==> src/rtl/score_keeper.sv <==
// Pong match sequencer and score counter: idle -> serve -> play -> point -> serve ... -> over.
// All outputs are registered, so an input pulse on edge N shows on the outputs after edge N.
module score_keeper #(
  parameter int WIN_SCORE    = 9,
  parameter int SERVE_FRAMES = 60
) (
  input  logic       clk,
  input  logic       rst_n,
  input  logic       frame_tick,
  input  logic       start,
  input  logic       goal_left,
  input  logic       goal_right,
  output logic [3:0] score1,
  output logic [3:0] score2,
  output logic       ball_reset,
  output logic       serve_dir,
  output logic       game_over,
  output logic       winner
);

  localparam int              CW        = $clog2(SERVE_FRAMES + 1);
  localparam logic [3:0]      WIN       = 4'(WIN_SCORE);
  localparam logic [CW-1:0]   LAST_TICK = CW'(SERVE_FRAMES - 1);

  typedef enum logic [1:0] {S_IDLE, S_SERVE, S_PLAY, S_OVER} state_t;

  state_t        r_state;
  logic [CW-1:0] r_cnt;
  logic [3:0]    r_s1;
  logic [3:0]    r_s2;
  logic          r_br;
  logic          r_sd;
  logic          r_go;
  logic          r_win;

  logic [3:0]    w_s1_inc;
  logic [3:0]    w_s2_inc;

  // Saturating increments keep the renderer inside its 0..9 font.
  assign w_s1_inc = (r_s1 >= WIN) ? WIN : r_s1 + 4'd1;
  assign w_s2_inc = (r_s2 >= WIN) ? WIN : r_s2 + 4'd1;

  always_ff @(posedge clk or negedge rst_n) begin
    if (!rst_n) begin
      r_state <= S_IDLE;
      r_cnt   <= '0;
      r_s1    <= 4'd0;
      r_s2    <= 4'd0;
      r_br    <= 1'b1;
      r_sd    <= 1'b0;
      r_go    <= 1'b0;
      r_win   <= 1'b0;
    end else begin
      case (r_state)
        S_IDLE: begin
          if (start) begin
            r_s1    <= 4'd0;
            r_s2    <= 4'd0;
            r_cnt   <= '0;
            r_state <= S_SERVE;
          end
        end
        S_SERVE: begin
          if (frame_tick) begin
            if (r_cnt == LAST_TICK) begin
              r_cnt   <= '0;
              r_br    <= 1'b0;
              r_state <= S_PLAY;
            end else begin
              r_cnt <= r_cnt + 1'b1;
            end
          end
        end
        S_PLAY: begin
          // A simultaneous double goal is a dead rally: re-serve without scoring.
          if (goal_left && goal_right) begin
            r_br    <= 1'b1;
            r_cnt   <= '0;
            r_state <= S_SERVE;
          end else if (goal_right) begin
            r_s1  <= w_s1_inc;
            r_sd  <= 1'b1;
            r_br  <= 1'b1;
            r_cnt <= '0;
            if (w_s1_inc == WIN) begin
              r_go    <= 1'b1;
              r_win   <= 1'b0;
              r_state <= S_OVER;
            end else begin
              r_state <= S_SERVE;
            end
          end else if (goal_left) begin
            r_s2  <= w_s2_inc;
            r_sd  <= 1'b0;
            r_br  <= 1'b1;
            r_cnt <= '0;
            if (w_s2_inc == WIN) begin
              r_go    <= 1'b1;
              r_win   <= 1'b1;
              r_state <= S_OVER;
            end else begin
              r_state <= S_SERVE;
            end
          end
        end
        S_OVER: begin
          if (start) begin
            r_s1    <= 4'd0;
            r_s2    <= 4'd0;
            r_go    <= 1'b0;
            r_sd    <= 1'b0;
            r_cnt   <= '0;
            r_state <= S_SERVE;
          end
        end
        default: r_state <= S_IDLE;
      endcase
    end
  end

  assign score1     = r_s1;
  assign score2     = r_s2;
  assign ball_reset = r_br;
  assign serve_dir  = r_sd;
  assign game_over  = r_go;
  assign winner     = r_win;

endmodule

==> config.mk <==
export PLATFORM = sky130hd
export DESIGN_NAME = score_keeper
export DESIGN_NICKNAME = d
export VERILOG_FILES = /design/src/rtl/score_keeper.sv
export SDC_FILE = /design/constraint.sdc
export NUM_CORES = 1
export LEC_CHECK = 0
export CAP_MARGIN = 20
export CORE_MARGIN = 8
export CORE_UTILIZATION = 40
export DETAILED_ROUTE_END_ITERATION = 12
export PLACE_DENSITY = 0.64
export SYNTH_ARGS = -nofsm -noshare
export SYNTH_HDL_FRONTEND = slang
export SYNTH_SLANG_ARGS = --single-unit
==> constraint.sdc <==
create_clock -name clk -period 5.6 [get_ports clk]
set_input_delay 0.56 -clock clk [delete_from_list [all_inputs] [get_ports clk]]
set_output_delay 0.56 -clock clk [all_outputs]
set_load 0.02 [all_outputs]
==> results of run 1 <==
[stage by stage]
step                area, um2  total power, mW
finish                   1531           0.7233
floorplan                1275           0.5178
CTS                      1531           0.7300
global placement         1495           0.6342
global route             1531           0.7845
detailed placement       1495           0.6388
[kinds of logic (layout without fill, tap and decap cells)]
| group | Yosys count | count (layout) |
|---|---|---|
| compound gates | 39 | 39 |
| simple gates | 47 | 47 |
| mux | 2 | 2 |
| fa+ha+maj | 10 | 10 |
| xor+xnor | 3 | 3 |
| flops | 20 | 20 |
| buf+inv | 10 | 30 |
[synthesized netlist by cell type (2+ instances only)]
cell type   n  area share [%]
dfrtp_1    19              37
ha_1       10             9.8
inv_1       9             2.6
nand2_1     9             2.6
a21oi_1     6             2.4
nand2b_1    6             2.9
nand3_1     6             2.4
o21ai_0     6             2.4
nor2_1      5             1.5
a21o_1      4             2.4
nor3b_1     4             2.4
a32o_1      3             2.4
nor2b_1     3             1.5
o21ai_1     3             1.2
a31oi_1     2            0.98
mux2i_1     2             1.6
nand4_1     2            0.98
nor3_1      2            0.79
nor4_1      2            0.98
o22ai_1     2            0.98
or3b_1      2             1.4
xnor2_1     2             1.4
[power by group]
part	internal, mW	leakage, nW	switching, mW
combinational	0.182	0.379	0.223
sequential	0.186	0.265	0.0440
clock	0.0397	0.0210	0.0487
total	0.408	0.665	0.315
[path summary, 6_finish.rpt]
path,startpoint,end,depth (start not counted)
setup / recovery,score2[3],score2[3],1
hold / removal,r_cnt[1],r_cnt[1],2
setup reg to reg,r_state[0],r_state[1],6
hold reg to reg,r_cnt[1],r_cnt[1],2
max in group asynchronous,rst_n,r_cnt[0],1
min in group asynchronous,rst_n,game_over,1
[sequential cells by signal, indices dropped and copies added, names as in the netlist]
register	cells
ball_reset	1
serve_dir	1
game_over	1
r_cnt	6
winner	1
score1	4
score2	4
r_state	2
[final cells by class]
| class | instances | area (um2) |
|---|---|---|
| Multi-Input combinational cell | 101 | 734.5 |
| Sequential cell | 20 | 501.7 |
| Tap cell | 44 | 55.05 |
| Inverter | 9 | 33.78 |
| Fill cell | 309 | 1521 |
| Clock buffer | 4 | 36.28 |
| Timing Repair Buffer | 17 | 170.2 |
[per-layer routing]
| layer | GRT usage, % | vias to the layer above | wire length [um] |
|---|---|---|---|
| met2 | 18.25 | 24 | 1293 |
| met5 | 0 | - | 0 |
| met3 | 1.928 | 5 | 123 |
| met1 | 14.97 | 518 | 1331 |
| met4 | 4.667 | 0 | 46 |
| li1 | - | 531 | - |
==> impl_metrics.json, run 1 <==
{
  "crit_fanout": 8,
  "drc": 0,
  "synth-async-reset-ratio_pct": 100.0,
  "dp_hpwl_um": 2100,
  "antenna_left": 0,
  "numPortBuffers": 17,
  "synthesis.nets": 147,
  "postCtsResizedCells": 0,
  "tightest_slew_ps": 928.8,
  "peakVddDrop_uv": 226.4,
  "dp_slack_ps": 3353,
  "synth.yosys.seq_area_share_pct": 39.35,
  "whs_ps": 536.6,
  "wirelength_um": 2795,
  "cp_num_buf_inv": 1,
  "die_h_um": 72.46,
  "cts-htree-levels": 1,
  "slew_headroom_pct": 37.89,
  "path_delay_family": "buffers and inverters",
  "clk_latency_ps": 320,
  "synth_simple_gate_area_share_pct": 21.98,
  "gp_congestion": 0.8495,
  "grt_pass1_vias": 1052,
  "first_pass_iters": 4,
  "grt_start_max_net_pins": 21,
  "drv_slew": 0,
  "placedCellCount": 191,
  "cp-start-kind": "flop",
  "clkSlewWorstSetupHoldPaths_ps": 130,
  "final_cell_mix": "dfrtp_1, clkdlybuf4s50_1, ha_1",
  "overflow": 0,
  "finalHoldViolations": 0,
  "max-cap-violations": 0,
  "cp_cell_sequence": "clkdlybuf4s50_1",
  "wl_per_cell_um": 14.33,
  "die-area_um2": 5250,
  "fp.coreArea_um2": 3053,
  "synth_xor_area_share_pct": 2.061,
  "num_vias": 1078,
  "synth_warnings": 0,
  "end_kind": "primary output",
  "synth_ff_type": "dfrtp_1",
  "final_util_pct": 50.16,
  "avgViaCountPerCell": 5.528,
  "fin_nets": 168,
  "fp-row-count": 20,
  "start_util_pct": 41.76,
  "p_leak_nw": 0.6652,
  "cts_buffer_depth": 2,
  "status": "completed",
  "first_iter_violations": 67,
  "syn_area_per_cell_um2": 9.733,
  "finalCriticalPeriod_ps": 2046,
  "cts_setup_buffers": 0,
  "regToRegSetupSlack_ps": 3570,
  "setup_viol": 0,
  "grtUsageTotal_pct": 11.49,
  "ys_ff_latch": 20,
  "dieWidth_um": 72.46,
  "rsz0062_at_grt": "false",
  "final.setup.tns_ps": 0,
  "cpPeakStageDelay_ps": 660,
  "drive_above_1_share_pct": 7.947,
  "grt_antenna_before_repair": 0,
  "p_per_area_nw_per_um2": 472.3,
  "ys_types": 44,
  "worstSetupPathType": "flop to primary output",
  "final_common_cell": "dfrtp_1",
  "cts_tree": "built",
  "syn_area_um2": 1275,
  "fin_cells": 195,
  "hp-class": "flop to flop",
  "synth_mux_area_share_pct": 1.570,
  "synth_top_family_by_area": "compound AO/OA/AOI/OAI gates",
  "ioPinCount": 18,
  "cts_root_buffer": "clkbuf_4",
  "ctsHoldBuffers": 0,
  "synth_compound_area_share_pct": 22.18,
  "cts_num_sinks": 20,
  "area_delta_synth_final_pct": 20.12,
  "skew_ps": 14.93,
  "cts_inserted_buffers": 3,
  "crit_required_ps": 5040,
  "synthCells": 131,
  "grt_pass1_wl_um": 4892,
  "crit_slowest_cell": "clkdlybuf4s50_1",
  "synth-edff-count": 0,
  "num_antenna_cells": 0,
  "fin_ws_ps": 3554,
  "fin_crit_sh_pct": 36.53,
  "arrival_ps": 1490,
  "max_freq_ghz": 0.4889,
  "synth_adder_area_share_pct": 9.814
}
No activity file was read; power rests on OpenSTA's default activity.
==> run 2, diff against run 1 <==
==> constraint.sdc (replaced) <==
create_clock -name clk -period 2.04 [get_ports clk]
set_input_delay 0.204 -clock clk [delete_from_list [all_inputs] [get_ports clk]]
set_output_delay 0.204 -clock clk [all_outputs]
set_load 0.02 [all_outputs]
==> impl_metrics.json, run 2 (synthesis gave the netlist of run 1 again) <==
{
  "status": "completed",
  "drv_slew": 0,
  "combPwrFrac_pct": 58.5,
  "first_iter_violations": 79,
  "cpPeakStageDelay_ps": 500,
  "path_delay_family": "compound AO/OA/AOI/OAI gates",
  "cts_inserted_buffers": 3,
  "cts_tree": "built",
  "fp.coreArea_um2": 3053,
  "setup_viol": 0,
  "arrival_ps": 2120,
  "skew_ps": 0.7719,
  "cp_cell_sequence": "inv_1 -> ha_1 -> nor3_2 -> o21ai_2 -> o221a_2 -> a311o_1",
  "p_leak_nw": 0.6951,
  "largest_register_ffs": 6,
  "hp-class": "input port to asynchronous set/reset pin",
  "final_common_cell": "dfrtp_1",
  "cts_num_sinks": 20,
  "finalCriticalPeriod_ps": 1926,
  "worstSetupPathType": "flop to flop",
  "clkSlewWorstSetupHoldPaths_ps": 110,
  "drc": 0,
  "fp-row-count": 20,
  "p_sw_mw": 0.8995,
  "cts-htree-levels": 1,
  "antenna_left": 0,
  "tightest_slew_ps": 459.7,
  "grt_start_max_net_pins": 21,
  "avgViaCountPerCell": 5.463,
  "crit_slowest_cell": "dfrtp_1",
  "end_kind": "flop",
  "dieWidth_um": 72.46,
  "cp-start-kind": "flop",
  "wl_per_cell_um": 14.31,
  "intPower_mw": 1.189,
  "grtUsageTotal_pct": 11.66,
  "numPortBuffers": 17,
  "finalHoldViolations": 0,
  "p_per_area_nw_per_um2": 1311,
  "largest_register": "r_cnt",
  "slew_headroom_pct": 69.17,
  "die_h_um": 72.46,
  "wirelength_um": 2876,
  "max_freq_ghz": 0.5192,
  "num_antenna_cells": 0,
  "num_vias": 1098,
  "grt_pass1_vias": 1103,
  "die-area_um2": 5250,
  "whs_ps": 227.0,
  "power_frac_clock_pct": 11.2,
  "max-cap-violations": 0,
  "fin_crit_sh_pct": 94.42,
  "power_frac_seq_pct": 30.3,
  "grt_pass1_wl_um": 4974,
  "crit_fanout": 8,
  "grt_antenna_before_repair": 0,
  "overflow": 0,
  "dp_slack_ps": 76.67,
  "start_util_pct": 41.76,
  "final_cell_mix": "dfrtp_1, clkdlybuf4s50_1, ha_1",
  "ioPinCount": 18,
  "area_delta_synth_final_pct": 24.93,
  "first_pass_iters": 4,
  "fin_nets": 174,
  "ctsHoldBuffers": 0,
  "peakVddDrop_uv": 649.3,
  "gp_congestion": 0.7586,
  "fin_ws_ps": 113.8,
  "cp_num_buf_inv": 1,
  "cts_setup_buffers": 0,
  "netSwitchingFraction_pct": 43.06,
  "cts_root_buffer": "clkbuf_4",
  "cts_buffer_depth": 2,
  "clk_latency_ps": 300,
  "dp_hpwl_um": 2164,
  "crit_required_ps": 2240,
  "drive_above_1_share_pct": 14.01
}
==> run 2: stage by stage <==
step	setup TNS, ps	total power, mW	instances	utilization (%)	area, um2
after CTS	0	2.076	201	51.64	1577
after global routing	-8.675	2.261	201	52.17	1593
final	0	2.089	201	52.17	1593
after floorplan	0	1.421	131	-	1275
after detailed placement	0	1.832	197	50.45	1540
after global placement	0	1.799	197	50.45	1540
==> run 2: what timing repair did <==
action / CTS / global route
gates resized for setup: 0 / 4
hold endpoints to repair: 0 / 0
endpoints found under the setup margin: 0 / 2
==> run 2: layout make-up <==
type,count,area (um2)
Multi-Input combinational cell,101,749.5
Sequential cell,20,503.0
Clock buffer,4,36.28
Tap cell,44,55.05
Inverter,9,33.78
Timing Repair Buffer,23,215.2
Fill cell,282,1460
==> run 2: worst paths after layout <==
kind,start,end,slack [ps],cells after the start
worst max-delay path,score2[0],game_over,110,6
worst min-delay path,rst_n,score1[2],230,2
worst max register to register,score2[0],game_over,110,6
worst min register to register,r_cnt[1],r_cnt[1],540,2
max in group asynchronous,rst_n,ball_reset,1540,2
min in group clk,r_cnt[1],r_cnt[1],540,2
==> run 2: routing by layer <==
layer / global-route usage, % / vias to the layer above / wire, um
met5: 0 / - / 0
met4: 4.000 / 0 / 38
met3: 2.204 / 5 / 92
met2: 19.56 / 22 / 1398
met1: 14.48 / 528 / 1347
li1: - / 543 / -
==> run 2: power groups by stage <==
stage | Sequential [mW] | Combinational (mW) | Clock [mW]
detailed placement | 0.636 | 1.20 | 0
global route | 0.650 | 1.35 | 0.262
global placement | 0.627 | 1.17 | 0
CTS | 0.628 | 1.20 | 0.245
finish | 0.634 | 1.22 | 0.234
floorplan | 0.696 | 0.725 | 0
==> run 3, diff against run 2 <==
--- a/config.mk
+++ b/config.mk
@@ -8,8 +8,10 @@
 export CAP_MARGIN = 20
 export CORE_MARGIN = 8
 export CORE_UTILIZATION = 40
+export CTS_CLUSTER_DIAMETER = 100
 export DETAILED_ROUTE_END_ITERATION = 12
 export PLACE_DENSITY = 0.64
+export RECOVER_POWER = 25
 export SYNTH_ARGS = -nofsm -noshare
 export SYNTH_HDL_FRONTEND = slang
 export SYNTH_SLANG_ARGS = --single-unit
==> impl_metrics.json, run 3 (synthesis gave the netlist of run 1 again) <==
{
  "status": "completed",
  "min_to": "r_cnt[1]",
  "final_cell_mix": "dfrtp_1, clkdlybuf4s50_1, ha_1",
  "wirelength_um": 2876,
  "area_delta_synth_final_pct": 24.63,
  "clk_latency_ps": 300,
  "r2r-start": "score2[0]",
  "dp_hpwl_um": 2164,
  "cts_inserted_buffers": 3,
  "crit_required_ps": 2240,
  "cp-start-kind": "flop",
  "max-cap-violations": 0,
  "whs_path_depth": 2,
  "cts-htree-levels": 1,
  "die_h_um": 72.46,
  "cts_buffer_depth": 2,
  "finalPower_mw": 2.087,
  "grtUsageTotal_pct": 11.66,
  "die-area_um2": 5250,
  "r2r_end": "game_over",
  "p_leak_nw": 0.6917,
  "avgViaCountPerCell": 5.463,
  "cp_cell_sequence": "inv_1 -> ha_1 -> nor3_2 -> o21ai_2 -> o221a_2 -> a311o_1",
  "numPortBuffers": 17,
  "path_delay_family": "compound AO/OA/AOI/OAI gates",
  "cts_setup_buffers": 0,
  "cpPeakStageDelay_ps": 500,
  "largest_register": "r_cnt",
  "tightest_slew_ps": 1132,
  "fin_nets": 174,
  "final_util_pct": 52.05,
  "r2r_cells": 6,
  "drc": 0,
  "first_pass_iters": 4,
  "fin_crit_sh_pct": 94.42,
  "multi_input_area_um2": 749.5,
  "final_common_cell": "dfrtp_1",
  "cts_tree": "built",
  "n_fill_cell": 282,
  "regArea_um2": 503.0,
  "hp-class": "flop to flop",
  "overflow": 0,
  "grt_pass1_vias": 1103,
  "fp-row-count": 20,
  "fp.coreArea_um2": 3053,
  "skew_ps": 0.7719,
  "clkSlewWorstSetupHoldPaths_ps": 110,
  "setup_viol": 0,
  "wl_per_cell_um": 14.31,
  "grt_antenna_before_repair": 0,
  "largest_register_ffs": 6,
  "cts_root_buffer": "clkbuf_4",
  "end_kind": "flop",
  "crit_fanout": 8,
  "max_freq_ghz": 0.5192,
  "grt_start_max_net_pins": 21,
  "dieWidth_um": 72.46,
  "p_per_area_nw_per_um2": 1314,
  "finalCriticalPeriod_ps": 1926,
  "drv_slew": 0,
  "num_vias": 1098,
  "grt_pass1_wl_um": 4974,
  "arrival_ps": 2120,
  "cp_num_buf_inv": 1,
  "antenna_left": 0,
  "ioPinCount": 18,
  "crit_slowest_cell": "dfrtp_1",
  "gp_congestion": 0.7586,
  "start_util_pct": 41.76,
  "num_antenna_cells": 0,
  "peakVddDrop_uv": 649.2,
  "finalHoldViolations": 0,
  "worstSetupPathType": "flop to flop",
  "cts_num_sinks": 20,
  "hold_start": "r_cnt[1]",
  "regToRegSetupSlack_ps": 110,
  "first_iter_violations": 79,
  "drive_above_1_share_pct": 13.38,
  "slew_headroom_pct": 24.56
}
-- run 3: cell count changes in the layout (fill, tap and decap cells not counted) --
cell,change
dlygate4sd3_1,+1
clkbuf_1,+1
clkdlybuf4s50_1,-1
buf_4,-1
-- run 3: area by class of cell --
class,count,share of cell area (%)
clock buffers,4,2.283
inverters,9,2.126
multi-input cells,101,47.17
flip-flops and latches,20,31.65
well taps,44,3.465
repair buffers,23,13.31
-- run 3: report_power, final --
part	switching [mW]	total (mW)	internal [mW]
Sequential	0.121	0.634	0.513
Combinational	0.654	1.22	0.566
Clock	0.125	0.234	0.109
-- run 3: how the worst max path moves through the flow --
stage	from	to	slack (ps)	depth (start not counted)
2_1_floorplan	score2[0]	game_over	100	6
3_3_place_gp	score2[0]	game_over	150	6
3_5_place_dp	score2[0]	game_over	80	6
4_1_cts	score2[0]	game_over	50	6
5_1_grt	score1[0]	game_over	-9	6
6_report	score2[0]	game_over	110	6
-- run 3: per-layer routing --
layer	wire length, um	part of all wire (%)	track usage (%)	vias to the layer above
met5	0	0	0	-
met2	1398	49	19.56	22
li1	-	-	-	543
met3	92	3.2	2.204	5
met1	1345	47	14.48	528
met4	38	1.3	4.000	0
-- run 3: stage by stage --
step	area [um2]	instances	setup WS (ps)	hold WS (ps)	TNS [ps]
6_report	1589	201	113.8	541.2	0
5_1_grt	1589	201	-8.675	572.6	-8.675
4_1_cts	1577	201	50.50	230.2	0
3_5_place_dp	1540	197	76.67	517.4	0
3_3_place_gp	1540	197	145.6	497.6	0
2_1_floorplan	1275	131	98.48	-91.59	0
-- run 3: what timing repair did --
item	in CTS	in global routing
setup endpoints to repair	0	2
hold buffers	0	0
gates resized for setup	0	4
-- run 3: worst register-to-register path, stage by stage, from the launching register on --
cell and delay [ps]:
dfrtp_1 500, inv_1 80, ha_1 330, nor3_2 270
o21ai_2 90, o221a_2 230, a311o_1 310
